$ cat src/rtl/mem_port_arbiter_pkg.sv
// Shared types and defaults for the two-requester memory port arbiter.
package mem_port_arbiter_pkg;

    typedef enum logic [1:0] {
        IDLE  = 2'd0,
        ISSUE = 2'd1,
        DRAIN = 2'd2,
        DONE  = 2'd3
    } state_t;

    typedef enum logic {
        OWN_I = 1'b0,
        OWN_D = 1'b1
    } owner_t;

    localparam int LINE_WORDS_DEF = 4;
    localparam int MAX_OUTST_DEF  = 4;

endpackage

$ cat src/rtl/mem_burst_counter.sv
// Beat index and in-flight bookkeeping for one line burst.
module mem_burst_counter
    import mem_port_arbiter_pkg::*;
#(
    parameter int LINE_WORDS = LINE_WORDS_DEF,
    parameter int MAX_OUTST  = MAX_OUTST_DEF,
    localparam int IDX_W = $clog2(LINE_WORDS),
    localparam int OUT_W = $clog2(MAX_OUTST) + 1,
    localparam int RET_W = IDX_W + 1
) (
    input  logic             clk,
    input  logic             rst_n,
    input  logic             clear,
    input  logic             issue,
    input  logic             issue_rd,
    input  logic             ret,
    output logic [IDX_W-1:0] beat_idx,
    output logic             last_beat,
    output logic             full,
    output logic             all_returned
);

    logic [OUT_W-1:0] outstanding;
    logic [RET_W-1:0] returned;

    // Advance the beat index per accepted beat and track read beats still in flight.
    always_ff @(posedge clk) begin
        if (!rst_n || clear) begin
            beat_idx    <= '0;
            outstanding <= '0;
            returned    <= '0;
        end else begin
            if (issue) begin
                beat_idx <= beat_idx + IDX_W'(1);
            end
            outstanding <= outstanding + OUT_W'(issue_rd) - OUT_W'(ret);
            if (ret) begin
                returned <= returned + RET_W'(1);
            end
        end
    end

    assign last_beat    = (beat_idx == IDX_W'(LINE_WORDS - 1));
    assign full         = (outstanding == OUT_W'(MAX_OUTST));
    assign all_returned = ((returned + RET_W'(ret)) == RET_W'(LINE_WORDS));

endmodule

$ cat src/rtl/mem_port_arbiter.sv
// Round-robin burst arbiter sharing one memory port between I-cache and D-cache.
module mem_port_arbiter
    import mem_port_arbiter_pkg::*;
#(
    parameter int ADDR_W     = 16,
    parameter int DATA_W     = 16,
    parameter int LINE_WORDS = LINE_WORDS_DEF,
    parameter int MAX_OUTST  = MAX_OUTST_DEF,
    localparam int IDX_W = $clog2(LINE_WORDS)
) (
    input  logic              clk,
    input  logic              rst_n,
    input  logic              i_req,
    input  logic [ADDR_W-1:0] i_addr,
    output logic              i_rvalid,
    output logic              i_done,
    input  logic              d_req,
    input  logic              d_we,
    input  logic [ADDR_W-1:0] d_addr,
    input  logic [DATA_W-1:0] d_wdata,
    output logic              d_rvalid,
    output logic              d_done,
    output logic [DATA_W-1:0] rdata,
    output logic [IDX_W-1:0]  beat_idx,
    output logic              mem_req,
    output logic              mem_we,
    output logic [ADDR_W-1:0] mem_addr,
    output logic [DATA_W-1:0] mem_wdata,
    input  logic              mem_rdy,
    input  logic              mem_rvalid,
    input  logic [DATA_W-1:0] mem_rdata
);

    localparam logic [ADDR_W-1:0] LOW_MASK = ADDR_W'(LINE_WORDS - 1);

    state_t            state;
    owner_t            owner;
    owner_t            last;
    logic              dir_we;
    logic [ADDR_W-1:0] base;
    logic              fire;
    logic              ret;
    logic              grant_d;
    logic              last_beat;
    logic              full;
    logic              all_returned;

    // Reads stall issue while the outstanding window is full; writes never do.
    assign mem_req   = (state == ISSUE) && !(!dir_we && full);
    assign mem_we    = (state == ISSUE) && dir_we;
    assign mem_addr  = base | ADDR_W'(beat_idx);
    assign mem_wdata = d_wdata;
    assign fire      = mem_req && mem_rdy;

    // Returns only count while a read burst is live; stray beats are dropped.
    assign ret      = mem_rvalid && !dir_we && ((state == ISSUE) || (state == DRAIN));
    assign rdata    = mem_rdata;
    assign i_rvalid = ret && (owner == OWN_I);
    assign d_rvalid = ret && (owner == OWN_D);
    assign i_done   = (state == DONE) && (owner == OWN_I);
    assign d_done   = (state == DONE) && (owner == OWN_D);

    // On a tie the side that did not own the previous burst wins.
    assign grant_d = d_req && (!i_req || (last == OWN_I));

    mem_burst_counter #(
        .LINE_WORDS (LINE_WORDS),
        .MAX_OUTST  (MAX_OUTST)
    ) u_counter (
        .clk          (clk),
        .rst_n        (rst_n),
        .clear        (state == IDLE),
        .issue        (fire),
        .issue_rd     (fire && !dir_we),
        .ret          (ret),
        .beat_idx     (beat_idx),
        .last_beat    (last_beat),
        .full         (full),
        .all_returned (all_returned)
    );

    // Burst FSM: grant and latch request, issue beats, wait for returns, pulse done.
    always_ff @(posedge clk) begin
        if (!rst_n) begin
            state  <= IDLE;
            owner  <= OWN_I;
            last   <= OWN_I;
            dir_we <= 1'b0;
            base   <= '0;
        end else begin
            case (state)
                IDLE: begin
                    if (i_req || d_req) begin
                        if (grant_d) begin
                            owner  <= OWN_D;
                            dir_we <= d_we;
                            base   <= d_addr & ~LOW_MASK;
                        end else begin
                            owner  <= OWN_I;
                            dir_we <= 1'b0;
                            base   <= i_addr & ~LOW_MASK;
                        end
                        state <= ISSUE;
                    end
                end
                ISSUE: begin
                    if (fire && last_beat) begin
                        if (dir_we || all_returned) begin
                            state <= DONE;
                        end else begin
                            state <= DRAIN;
                        end
                    end
                end
                DRAIN: begin
                    if (all_returned) begin
                        state <= DONE;
                    end
                end
                DONE: begin
                    last  <= owner;
                    state <= IDLE;
                end
                default: state <= IDLE;
            endcase
        end
    end

endmodule
$ cat config.mk
export PLATFORM = sky130hd
export DESIGN_NAME = mem_port_arbiter
export DESIGN_NICKNAME = d
export VERILOG_FILES = /design/src/rtl/mem_port_arbiter_pkg.sv /design/src/rtl/mem_burst_counter.sv /design/src/rtl/mem_port_arbiter.sv
export SDC_FILE = /design/constraint.sdc
export NUM_CORES = 1
export LEC_CHECK = 0
export BUFFER_PORTS_ARGS = -buffer_cell sky130_fd_sc_hd__buf_2
export CAP_MARGIN = 10
export CORE_MARGIN = 3
export CORE_UTILIZATION = 36
export DETAILED_ROUTE_END_ITERATION = 12
export GPL_ROUTABILITY_DRIVEN = 1
export PLACE_DENSITY = 0.73
export SLEW_MARGIN = 0
export SYNTH_ARGS = -nofsm -noshare
export SYNTH_HDL_FRONTEND = slang
export SYNTH_SLANG_ARGS = --single-unit
$ cat constraint.sdc
create_clock -name clk -period 3.3 [get_ports clk]
set_input_delay 0.33 -clock clk [delete_from_list [all_inputs] [get_ports clk]]
set_output_delay 0.33 -clock clk [all_outputs]
set_load 0.01 [all_outputs]
### Word level (Yosys, flattened, before mapping)

Cells that the tools add are included.

* bits in latches: 0
* ROM bits: 0
* memories kept: 0
* register bits after elaboration: 29
* RAM bits: 0
* word-level logic and storage cells: 58

* multipliers: 0
* bitwise logic cells: 3
* div/mod/pow operators: 0
* shifts and indexed selects: 0
* equal/unequal tests: 9
* mux-type cells: 8
* reduce and logical (&&, ||, !) cells: 25
* add/subtract/negate cells: 5
* magnitude comparators: 0

Operators by type and width (count)
* 2-to-1 mux 16 bit: 1
* bitwise OR 16 x 2 -> 16 bit: 1
* logical AND 1 bit: 13
* case mux 2 bit (4 select lines): 1
* adder 3 x 1 -> 3 bit: 2
* equality test 2 bit (second input constant): 3
* equality test 3 bit (second input constant): 2
* 2-to-1 mux 2 bit: 3
* logical OR 1 bit: 5
* logical NOT 1 bit: 4
* inequality test 2 bit (second input constant): 2
* adder 3 x 1 -> 3 bit (second input constant): 1
* 2-to-1 mux 1 bit: 3
* AND reduction 3 bit: 1
* subtractor 3 x 1 -> 3 bit: 1
* adder 2 x 1 -> 2 bit (second input constant): 1
* equality test 2 x 1 -> 1 bit (second input constant): 1
* logical NOT 2 bit: 1
* inequality test 2 x 1 -> 1 bit (second input constant): 1
* NOT 1 bit: 2
* AND reduction 2 bit: 1

### Longest topological paths before layout

Gate-level depths: netlist of run 1.

* word-level depth: 9
* gate-level depth with buffers: 11
* gate-level depth less buffers: 11

### Hierarchy

Synthesis of run 1 repeated with hierarchy kept, for this count alone.

* cells, all modules: 178
* area total of the unflattened synthesis: 1650.3 um^2

Modules (own cells, without submodules)
* mem_port_arbiter: area an instance 1238.7 um^2, instances 1, seq. area each 380.4 um^2, cells an instance 139
* mem_burst_counter: area an instance 411.6 um^2, instances 1, seq. area each 160.2 um^2, cells an instance 39

### Worst setup path after synthesis of run 1

Ideal clock, no wire load.

* kind: reg-to-reg
* start point: register state[0]
* end point: register u_counter.outstanding[2]
* data required time: 3.176 ns
* data arrival time: 2.320 ns
* setup slack: 0.856 ns
* setup time: 0.124 ns
* cell stages (with the launch flop): 12
* period minus slack after synthesis: 2.444 ns
* path through: dfxtp_1 > inv_1 > ha_1 > and3b_2 > clkbuf_1 > ha_1 > inv_1 > ha_1 > fa_1 > xnor2_1 > xnor2_1 > nor2_1

* cells in the longest elaborated chain, start to end: 6
* elaborated cells between the ends (all ways): 11
* those cells by class: add/sub (2); eq/ne (2); reduce/logical (7)

RTL lines
* start: declaration: RTL line mem_port_arbiter.sv:36 `state_t state;`
* start signal: assignment: RTL line mem_port_arbiter.sv:85 `state <= IDLE;`
* start signal: assignment: RTL line mem_port_arbiter.sv:103 `state <= ISSUE;`
* start signal: assignment: RTL line mem_port_arbiter.sv:109 `state <= DONE;`
* equality test 2 x 1 -> 1 bit: RTL line mem_port_arbiter.sv:49, mem_port_arbiter.sv:56
* logical AND 1 bit: RTL line mem_port_arbiter.sv:49 `assign mem_req = (state == ISSUE) && !(!dir_we && full);`
* logical AND 1 bit: RTL line mem_port_arbiter.sv:53 `assign fire = mem_req && mem_rdy;`
* logical AND 1 bit: RTL line mem_port_arbiter.sv:74 `.issue_rd (fire && !dir_we),`
* adder 3 x 1 -> 3 bit: RTL line mem_burst_counter.sv:36 `outstanding <= outstanding + OUT_W'(issue_rd) - OUT_W'(ret);`
* subtractor 3 x 1 -> 3 bit: RTL line mem_burst_counter.sv:36
* end signal: assignment: RTL line mem_burst_counter.sv:36
* end: declaration: RTL line mem_burst_counter.sv:23 `logic [OUT_W-1:0] outstanding;`

Several ways; a longest one is shown, not always the timed one.
A chain may end at the register's enable or synchronous reset.

### Final worst setup path of run 1

* start point: register state[0]
* end point: register state[0]

* cells in the longest elaborated chain, start to end: 9
* elaborated cells between the ends (all ways): 19
* those cells by class: add/sub (1); eq/ne (7); mux (3); reduce/logical (8)

RTL lines
* equality test 2 x 1 -> 1 bit / equality test 2 bit (equally long branches): RTL line mem_port_arbiter.sv:49, mem_port_arbiter.sv:56, mem_port_arbiter.sv:91
* logical OR 1 bit: RTL line mem_port_arbiter.sv:56 `assign ret = mem_rvalid && !dir_we && ((state == ISSUE) || (state == DRAIN));`
* logical AND 1 bit: RTL line mem_port_arbiter.sv:56
* adder 3 x 1 -> 3 bit: RTL line mem_burst_counter.sv:45 `assign all_returned = ((returned + RET_W'(ret)) == RET_W'(LINE_WORDS));`
* equality test 3 bit: RTL line mem_burst_counter.sv:45
* logical OR 1 bit: RTL line mem_port_arbiter.sv:108 `if (dir_we || all_returned) begin`
* 2-to-1 mux 1 bit: RTL line mem_port_arbiter.sv:108
* 2-to-1 mux 2 bit: RTL line mem_port_arbiter.sv:107 `if (fire && last_beat) begin`
* case mux 2 bit (4 select lines): RTL line mem_port_arbiter.sv:91 `case (state)`

Several ways; a longest one is shown, not always the timed one. The select of a mux whose other input is x is not followed.

==> qor.csv, run 1 <==
stage,metric,value,unit
final_layout,layout cells sized above 1,0.346,
sta,period utilisation layout,0.767,
placed_design,Buffers on Ports,58,
logic_synthesis,top_reg_cell synth,dfxtp_1,
cts,Max clock buf depth,2,
logic_synthesis,Post-synth ARST share,0,
cts,H-tree levels,1,
power_and_ir_drop,pwr/cell area,724,mW/mm^2
power_and_ir_drop,Clk pwr share,0.158,
drt,routed vias,1233,
global_routing,global-route wire length before repair,5.01,mm
logic_synthesis,Synth top cells by count,"buf_4 (35), dfxtp_1 (27), nor2_1 (27), mux2i_1 (16), a211oi_1 (14)",
cts,CTS tree,built,
final_layout,final non-filler cell total,257,
logic_synthesis,Netlist cell types,40,
floorplanning,Die X,74.4,um
sta,Setup TNS,0,ns
global_routing,Total GRT Usage,0.116,
sta,RSZ-0062 raised after global routing,false,
power_and_ir_drop,internal cell power,0.784,mW
final_layout,Fill cells,462,
critical_path,Worst Path Max Fanout,7,
critical_path,Critical Path Start Type,flop,
logic_synthesis,syn_area_per_cell,9.15,um^2
critical_path,CP arrival,2.73,ns
logic_synthesis,"EDFF count, synth",0,
job,Max-Cap Viols,0,
drt,met3 wire len,282,um
floorplanning,I/O pin total,127,
final_layout,design area,0.00180,mm^2
cts,clock sinks,27,
logic_synthesis,share of the yosys chip area belonging to registers,0.321,
critical_path,required time worst endpoint,3.50,ns
sta,Hold WS,0.331,ns
sta,achievable clock frequency,395,MHz
cts,clk slew on worst S/H paths,0.11,ns
cts,CTS Root Cell,clkbuf_8,
final_layout,ANT cells,0,
placed_design,post-DP HPWL,2.40,mm
power_and_ir_drop,Combinational Power Share,0.476,
logic_synthesis,number of synthesized register bits,27,
drt,final WL,3.14,mm
sta,Max-slew headroom,0.276,
logic_synthesis,ranking of synthesized cells by area,"dfxtp_1 (32%), buf_4 (16%), mux2i_1 (9.5%)",
drt,drt drc,0,
final_layout,Nets,287,
placed_design,RD Place Congestion,0.794,
outcome,run status,completed,
critical_path,Crit Path Category,flop to flop,
power_and_ir_drop,Max VDD drop,0.000295,V
logic_synthesis,Syn Std Cell Area,0.00168,mm^2
logic_synthesis,cell taking the most area after synthesis,dfxtp_1,
power_and_ir_drop,Leak,0.877,nW
placed_design,Placed Area,0.00175,mm^2
final_layout,post-layout util,0.406,
floorplanning,Die ar.,0.00553,mm^2
global_routing,largest net degree at the start of global routing,29,
drt,Vias/cell,4.80,
sta,actual slew at the worst max-slew pin,1.08,ns
placed_design,placed insts,253,
floorplanning,core footprint,0.00444,mm^2
placed_design,pre-CTS WS,0.787,ns
critical_path,Worst Setup End Kind,flop,
drt,DR iter-0 viols,41,
final_layout,Area growth syn-to-layout,7.06,%
sta,clock skew,0.00685,ns
sta,final hold violation count,0,
drt,WL met2,1.50,mm
global_routing,initial antenna violation count,0,
sta,# setup viols final,0,
logic_synthesis,syn nets,265,
logic_synthesis,Mapped Cells,184,
drt,Post-DRT Antenna Nets,0,
floorplanning,Die H,74.4,um
power_and_ir_drop,Switching Fraction,0.400,
logic_synthesis,Synth Warn #,0,
power_and_ir_drop,Reg power frac,0.366,
sta,final worst slack,0.768,ns
drt,WL per Instance,12.2,um
sta,min Tclk post-route,2.53,ns
cts,post-CTS resize count,0,
global_routing,grt total ovfl,0,
critical_path,flop2flop setup slack,0.77,ns
drt,WL met1,1.33,mm
drt,Top Metal Used,met4,
global_routing,vias in the first global route,1121,
floorplanning,Row Count,24,
logic_synthesis,Synth top area share,0.321,
power_and_ir_drop,switching component of the power,0.522,mW
cts,post-CTS setup buffer count,0,
cts,hold_buf cts,0,
sta,final-report max-slew violation count,0,
logic_synthesis,most common cell in the netlist,buf_4,
power_and_ir_drop,total power draw,1.31,mW
worst_hold_path,Worst Hold Class,primary input to flop,
cts,clk_lat worst skew,0.28,ns
cts,total CTS buffers,3,
floorplanning,Starting Density,0.379,
drt,1st-pass router iterations,4,
[area by class of cell]
cell class              instances  area [um^2]  area share
clock buffers                   3         41.3      0.0229
clock inverters                 1         8.76     0.00486
inverters                       9         33.8      0.0187
multi-input cells             106          816       0.452
flip-flops and latches         27          541       0.300
well taps                      52         65.1      0.0361
repair buffers                 59          298       0.165
[kinds of logic after synthesis]
group / after synthesis / share of synthesized area
multiplexers: 16 / 0.0951
flip-flops: 27 / 0.321
adder cells (fa/ha/maj): 10 / 0.0788
AO/OA/AOI/OAI: 27 / 0.129
buffers and inverters: 51 / 0.198
XOR/XNOR: 6 / 0.0312
AND/OR/NAND/NOR: 47 / 0.146
[critical path: stages (launching register included)]
cell and delay, ns:
dfxtp_1 0.37, inv_1 0.11, ha_1 0.36, and3b_2 0.29, and2_1 0.17, ha_1 0.27, a21o_2 0.19, o41ai_2 0.27
o211ai_1 0.17, a221oi_2 0.23
[cells in the final DEF, fill, tap and decap left out, types with 2 or more instances in the layout]
master,netlist,layout
buf_2,3,58
nor2_1,27,27
nand2b_1,2,2
clkbuf_8,0,3
nor4_1,2,2
inv_1,8,8
xnor2_1,4,4
ha_1,9,9
xor2_1,2,2
a211oi_1,14,14
and2_1,4,4
dfxtp_1,27,27
mux2i_1,16,16
[flip-flops by register name, summed over array words and instances, names as in the netlist]
register / flops
base: 14
u_counter.outstanding: 3
u_counter.returned: 3
state: 2
u_counter.beat_idx: 2
dir_we: 1
last: 1
owner: 1
[layer usage]
metal | up-vias | track usage
li1 | 640 | -
met1 | 531 | 0.131
met2 | 54 | 0.208
met3 | 8 | 0.0405
met4 | 0 | 0.0316
met5 | - | 0
[power by group through the flow]
stage | registers [mW] | clock network (mW) | logic (mW)
final | 0.478 | 0.207 | 0.621
after global routing | 0.491 | 0.223 | 0.714
after CTS | 0.479 | 0.216 | 0.633
after detailed placement | 0.484 | 0 | 0.631
after global placement | 0.484 | 0 | 0.618
after floorplan | 0.508 | 0 | 0.477
[path summary, 6_finish.rpt]
kind / from / end / cells after the start
max: state[0] / state[0] / 9
max reg2reg: state[0] / state[0] / 9
min reg2reg: base[4] / base[4] / 2
min: d_we / dir_we / 3
(Power assumes the default switching activity.)
==> inputs of run 2 (changes only) <==
Settings changed: ABC_AREA from default to 1, PLACE_DENSITY 0.73 to 0.74.
Clock period 3.3 ns to 2.6 ns, I/O delays scaled along.
==> run 2 against run 1 <==
Synthesized cell count grew 22%. Non-clock buffer count unchanged. Clock power is 19% higher. Via count rose by 15%. Global-route usage grew 0.69 points. Largest power group unchanged.
==> qor.csv, run 2 <==
stage,metric,value,unit,change
cts,total CTS buffers,3,,unchanged
final_layout,layout cells sized above 1,0.304,,-0.0427
cts,hold_buf cts,0,,unchanged
floorplanning,Die H,73.9,um,-0.65%
cts,CTS tree,built,,
drt,DR iter-0 viols,63,,+54%
final_layout,Nets,329,,+15%
logic_synthesis,"EDFF count, synth",0,,unchanged
outcome,run status,completed,,
floorplanning,core footprint,0.00441,mm^2,-0.68%
final_layout,Area growth syn-to-layout,7.76,%,
final_layout,Multi-input gate area,739,um^2,-9.4%
global_routing,initial antenna violation count,0,,unchanged
sta,# setup viols final,0,,unchanged
drt,Vias/cell,4.73,,-1.5%
global_routing,Total GRT Usage,0.123,,+0.00690
critical_path,Worst Path Max Fanout,6,,-1
final_layout,most frequent cells in the layout,"buf_2 (58), nand2_1 (47), dfxtp_1 (27), inv_1 (24), o21ai_0 (16)",,
logic_synthesis,ranking of synthesized cells by area,"dfxtp_1 (33%), buf_4 (16%), nand2_1 (11%)",,
logic_synthesis,Syn Std Cell Area,0.00166,mm^2,-1.4%
global_routing,global-route wire length before repair,5.33,mm,+6.3%
final_layout,biggest regs,"base: 14 flops, u_counter.outstanding: 3 flops, u_counter.returned: 3 flops",,
floorplanning,I/O pin total,127,,unchanged
logic_synthesis,syn nets,305,,+15%
sta,Max-slew headroom,0.691,,+0.416
power_and_ir_drop,Max VDD drop,0.000321,V,+9.0%
logic_synthesis,cell taking the most area after synthesis,dfxtp_1,,
logic_synthesis,share of the yosys chip area belonging to registers,0.326,,+0.00460
logic_synthesis,Synth Warn #,0,,unchanged
worst_hold_path,Worst Hold Class,primary input to flop,,
cts,clk slew on worst S/H paths,0.10,ns,about the same
cts,clk_lat worst skew,0.28,ns,about the same
global_routing,grt total ovfl,0,,unchanged
sta,RSZ-0062 raised after global routing,false,,
final_layout,register name with the most flops,base,,
power_and_ir_drop,total power draw,1.55,mW,+18%
sta,final-report max-slew violation count,0,,unchanged
placed_design,RD Place Congestion,0.752,,-5.3%
logic_synthesis,Mapped Cells,224,,+22%
floorplanning,Starting Density,0.376,,-0.00281
job,Max-Cap Viols,0,,unchanged
cts,clock sinks,27,,unchanged
final_layout,post-layout util,0.405,,about the same
logic_synthesis,most common cell in the netlist,nand2_1,,
floorplanning,Row Count,24,,unchanged
drt,final WL,3.32,mm,+5.9%
logic_synthesis,Post-synth ARST share,0,,unchanged
sta,clock skew,0.00722,ns,+0.000366 ns
sta,final hold violation count,0,,unchanged
floorplanning,Die ar.,0.00546,mm^2,-1.3%
cts,CTS Root Cell,clkbuf_8,,
global_routing,vias in the first global route,1226,,+9.4%
final_layout,Register Area,541,um^2,unchanged
critical_path,CP arrival,2.44,ns,-0.29 ns
logic_synthesis,Netlist cell types,25,,-38%
drt,WL per Instance,11.1,um,-9.0%
sta,period utilisation layout,0.875,,+0.108
drt,1st-pass router iterations,4,,unchanged
critical_path,required time worst endpoint,2.76,ns,-0.74 ns
critical_path,Worst Setup End Kind,flop,,
cts,post-CTS setup buffer count,0,,unchanged
power_and_ir_drop,Leak,0.907,nW,+3.4%
cts,Max clock buf depth,2,,unchanged
drt,drt drc,0,,unchanged
placed_design,Buffers on Ports,58,,unchanged
power_and_ir_drop,pwr/cell area,864,mW/mm^2,+19%
drt,routed vias,1413,,+15%
sta,Setup TNS,0,ns,unchanged
worst_hold_path,Hold Path Depth,3,,unchanged
critical_path,FF-to-FF path depth,10,,+1
cts,H-tree levels,1,,unchanged
cts,post-CTS resize count,0,,unchanged
floorplanning,Die X,73.9,um,-0.65%
global_routing,largest net degree at the start of global routing,30,,+3.4%
sta,min Tclk post-route,2.28,ns,-0.256 ns
logic_synthesis,top_reg_cell synth,dfxtp_1,,
final_layout,max reg flops,14,,unchanged
logic_synthesis,number of synthesized register bits,27,,unchanged
logic_synthesis,Synth top cells by count,"nand2_1 (47), buf_4 (35), dfxtp_1 (27), inv_1 (24), o21ai_0 (16)",,
logic_synthesis,syn_area_per_cell,7.41,um^2,-19%
final_layout,Fill cells,449,,-2.8%
final_layout,"commonest non-fill, non-tap cell in the layout",buf_2,,
final_layout,ANT cells,0,,unchanged
sta,actual slew at the worst max-slew pin,0.462,ns,-0.618 ns
critical_path,Critical Path Start Type,flop,,
sta,achievable clock frequency,439,MHz,+11%
drt,Post-DRT Antenna Nets,0,,unchanged
logic_synthesis,Synth top area share,0.326,,+0.00460
critical_path,Crit Path Category,flop to flop,,
placed_design,post-DP HPWL,2.57,mm,+6.9%
## run 2: cell count changes in the layout (fill, tap and decap cells not counted), moves of 6 or more
cell / delta
a211oi_1: -14
a21oi_1: +6
a31oi_1: +14
inv_1: +16
mux2i_1: -16
nand2_1: +46
nand3_1: +8
nor2_1: -14
o21ai_0: +15
## run 2: logic make-up (layout without fill, tap and decap cells)
logic type	count (synthesis)	after routing	share of synthesized area
AND/OR/NAND/NOR	79	79	0.210
buffers and inverters	66	89	0.231
adder cells (fa/ha/maj)	10	10	0.0799
AO/OA/AOI/OAI	41	41	0.148
flip-flops	27	27	0.326
XOR/XNOR	1	1	0.00528
## run 2: worst paths after layout
kind                         start                  endpoint  slack [ns]
max reg2reg               state[0]  u_counter.outstanding[2]        0.32
max                       state[0]  u_counter.outstanding[2]        0.32
min reg2reg  u_counter.beat_idx[1]     u_counter.beat_idx[1]        0.51
min                     d_addr[11]                  base[11]        0.23
## run 2: area by class of cell
| class | count | area share |
|---|---|---|
| inverter | 26 | 0.0545 |
| sequential | 27 | 0.302 |
| timing repair buffer | 59 | 0.166 |
| multi-input combinational | 131 | 0.413 |
| tap | 52 | 0.0364 |
| clock inverter | 1 | 0.00420 |
| clock buffer | 3 | 0.0231 |
## run 2: where the power goes
group	internal, mW	leakage (nW)	total (mW)	switching [mW]
logic	0.279	0.663	0.700	0.421
registers	0.529	0.222	0.599	0.0704
clock network	0.109	0.0217	0.246	0.137
total	0.917	0.907	1.55	0.628
## run 2: worst max-delay path, stage by stage, from the launching register on
cell and delay (ns):
dfxtp_1 0.41, inv_1 0.09, ha_1 0.34, nand3_2 0.14
inv_1 0.09, ha_1 0.28, inv_1 0.04, ha_1 0.18
fa_1 0.37, xnor2_1 0.16, nor2_1 0.05
## run 2: metrics by stage
step | setup WS, ns | instances | cell area (um^2) | hold WS (ns)
floorplan | 0.495 | 224 | 1660 | 0.398
global placement | 0.392 | 295 | 1740 | 0.489
detailed placement | 0.342 | 295 | 1740 | 0.493
CTS | 0.314 | 299 | 1790 | 0.227
global route | 0.149 | 299 | 1790 | 0.233
finish | 0.325 | 299 | 1790 | 0.233
## run 2: per-layer routing
layer  share of wire  track usage  vias up
li1                -            -      731
met1            0.45        0.151      622
met2            0.45        0.207       53
met3           0.092       0.0369        7
met4           0.012       0.0382        0
met5               0            0        -
==> inputs of run 3 (changes only) <==
Settings changed: CORE_ASPECT_RATIO from default to 1.75, RECOVER_POWER from default to 25.
==> run 3 against run 2 <==
Global-route usage increased by 1.2 points. Non-clock buffer count increased by 1. Count of clock-buffer cells in the layout unchanged. Register-to-register slack about the same. Final area increased by 0.21%. Cell count unchanged. Total power increased by 0.42%. Fmax decreased by 0.30%. Clock skew decreased by 0.0055 ns. Combinational power increased by 1%. Routed wire length increased by 9.2%. Critical endpoint unchanged.
==> qor.csv, run 3 (synthesis results as in run 2) <==
stage,metric,value,unit,change
cts,post-CTS setup buffer count,0,,unchanged
sta,Setup TNS,0,ns,unchanged
global_routing,grt total ovfl,0,,unchanged
floorplanning,Row Count,32,,+33%
critical_path,reg2reg start,state[0],,
floorplanning,core footprint,0.00444,mm^2,+0.68%
critical_path,Worst Path Max Fanout,6,,unchanged
sta,actual slew at the worst max-slew pin,0.350,ns,-0.112 ns
critical_path,Crit Path Category,flop to flop,,
drt,1st-pass router iterations,4,,unchanged
floorplanning,Die H,95.8,um,+30%
drt,drt drc,0,,unchanged
global_routing,global-route wire length before repair,5.84,mm,+9.7%
power_and_ir_drop,pwr/cell area,866,mW/mm^2,+0.21%
worst_hold_path,Worst Hold Class,primary input to flop,,
sta,# setup viols final,0,,unchanged
sta,final-report max-slew violation count,0,,unchanged
placed_design,Placed Area,0.00175,mm^2,+0.36%
global_routing,largest net degree at the start of global routing,30,,unchanged
drt,Post-DRT Antenna Nets,0,,unchanged
drt,routed vias,1474,,+4.3%
final_layout,ANT cells,0,,unchanged
critical_path,flop2flop setup slack,0.32,ns,about the same
critical_path,Critical Path Start Type,flop,,
critical_path,required time worst endpoint,2.76,ns,about the same
cts,H-tree levels,1,,unchanged
final_layout,post-layout util,0.403,,-0.00189
final_layout,register name with the most flops,base,,
floorplanning,Starting Density,0.374,,-0.00254
drt,final WL,3.63,mm,+9.2%
cts,Max clock buf depth,2,,unchanged
sta,achievable clock frequency,438,MHz,-0.30%
sta,clock skew,0.00167,ns,-0.00555 ns
sta,final hold violation count,0,,unchanged
sta,period utilisation layout,0.878,,+0.00263
placed_design,Buffers on Ports,58,,unchanged
drt,Vias/cell,4.93,,+4.3%
sta,Max-slew headroom,0.765,,+0.0738
placed_design,post-DP HPWL,2.84,mm,+11%
final_layout,Nets,330,,+0.30%
floorplanning,Die X,57.3,um,-22%
critical_path,CP endpoint,u_counter.outstanding[2],,
cts,CTS tree,built,,
outcome,run status,completed,,
cts,CTS Root Cell,clkbuf_8,,
floorplanning,Die ar.,0.00549,mm^2,+0.59%
final_layout,layout cells sized above 1,0.306,,+0.00281
cts,hold_buf cts,0,,unchanged
critical_path,FF-to-FF path depth,10,,unchanged
power_and_ir_drop,total power draw,1.55,mW,+0.42%
floorplanning,I/O pin total,127,,unchanged
global_routing,Total GRT Usage,0.135,,+0.0120
critical_path,CP startpoint,state[0],,
placed_design,RD Place Congestion,0.708,,-5.9%
cts,post-CTS resize count,0,,unchanged
final_layout,max reg flops,14,,unchanged
job,Max-Cap Viols,0,,unchanged
power_and_ir_drop,Max VDD drop,0.000405,V,+26%
critical_path,r2r endpoint,u_counter.outstanding[2],,
drt,WL per Instance,12.1,um,+9.2%
power_and_ir_drop,Leak,0.916,nW,+0.95%
final_layout,"commonest non-fill, non-tap cell in the layout",buf_2,,
critical_path,CP arrival,2.45,ns,about the same
cts,clk_lat worst skew,0.27,ns,about the same
sta,min Tclk post-route,2.28,ns,+0.00683 ns
final_layout,Area growth syn-to-layout,7.99,%,
sta,RSZ-0062 raised after global routing,false,,
critical_path,Worst Setup End Kind,flop,,
global_routing,vias in the first global route,1373,,+12%
global_routing,initial antenna violation count,0,,unchanged
cts,clock sinks,27,,unchanged
cts,clk slew on worst S/H paths,0.10,ns,about the same
final_layout,design area,0.00179,mm^2,+0.21%
final_layout,most frequent cells in the layout,"buf_2 (58), nand2_1 (47), dfxtp_1 (27), inv_1 (24), o21ai_0 (16)",,
cts,total CTS buffers,3,,unchanged
drt,DR iter-0 viols,16,,-75%
final_layout,biggest regs,"base: 14 flops, u_counter.outstanding: 3 flops, u_counter.returned: 3 flops",,
## run 3: changes by cell type in the layout (fill, tap and decap cells not counted), sizes merged
| cell | before | now |
|---|---|---|
| clkinvlp | 1 | 0 |
| buf | 59 | 60 |
| clkinv | 0 | 1 |
## run 3: worst min path at each step
stage                     startpoint               endpoint  cells after the start
3_5_place_dp   u_counter.returned[1]  u_counter.returned[1]                      2
4_1_cts                   d_addr[14]               base[14]                      3
3_3_place_gp   u_counter.returned[1]  u_counter.returned[1]                      2
2_1_floorplan                  rst_n               base[15]                      2
6_report                  d_addr[14]               base[14]                      3
5_1_grt                    d_addr[4]                base[4]                      3
## run 3: where the power goes
part | total (mW) | switching [mW] | internal, mW | leakage, nW
Clock | 0.244 | 0.137 | 0.107 | 0.0255
Combinational | 0.708 | 0.428 | 0.280 | 0.668
Sequential | 0.600 | 0.0713 | 0.529 | 0.222
## run 3: through the flow
stage | worst slack [ns] | instances | hold WS [ns]
2_1_floorplan | 0.495 | 224 | 0.398
3_3_place_gp | 0.361 | 295 | 0.479
3_5_place_dp | 0.311 | 295 | 0.494
4_1_cts | 0.289 | 299 | 0.231
5_1_grt | 0.179 | 299 | 0.241
6_report | 0.318 | 299 | 0.235
## run 3: final cells by class
class,count,area (um^2)
inverter,26,97.6
fill,481,2650
timing repair buffer,60,305
clock inverter,1,5.00
multi-input combinational,131,739
tap,51,63.8
sequential,27,541
clock buffer,3,41.3
## run 3: metal layers
| layer | part of all wire | vias up | GRT usage |
|---|---|---|---|
| met2 | 0.51 | 54 | 0.252 |
| li1 | - | 731 | - |
| met3 | 0.073 | 20 | 0.0322 |
| met1 | 0.37 | 669 | 0.130 |
| met4 | 0.040 | 0 | 0.0851 |
| met5 | 0 | - | 0 |
## run 3: worst max-delay path, cell delays in order (launching register included)
cell	delay, ns
dfxtp_1	0.41
inv_1	0.09
ha_1	0.34
nand3_2	0.15
inv_1	0.10
ha_1	0.28
inv_1	0.03
ha_1	0.18
fa_1	0.37
xnor2_1	0.17
nor2_1	0.05
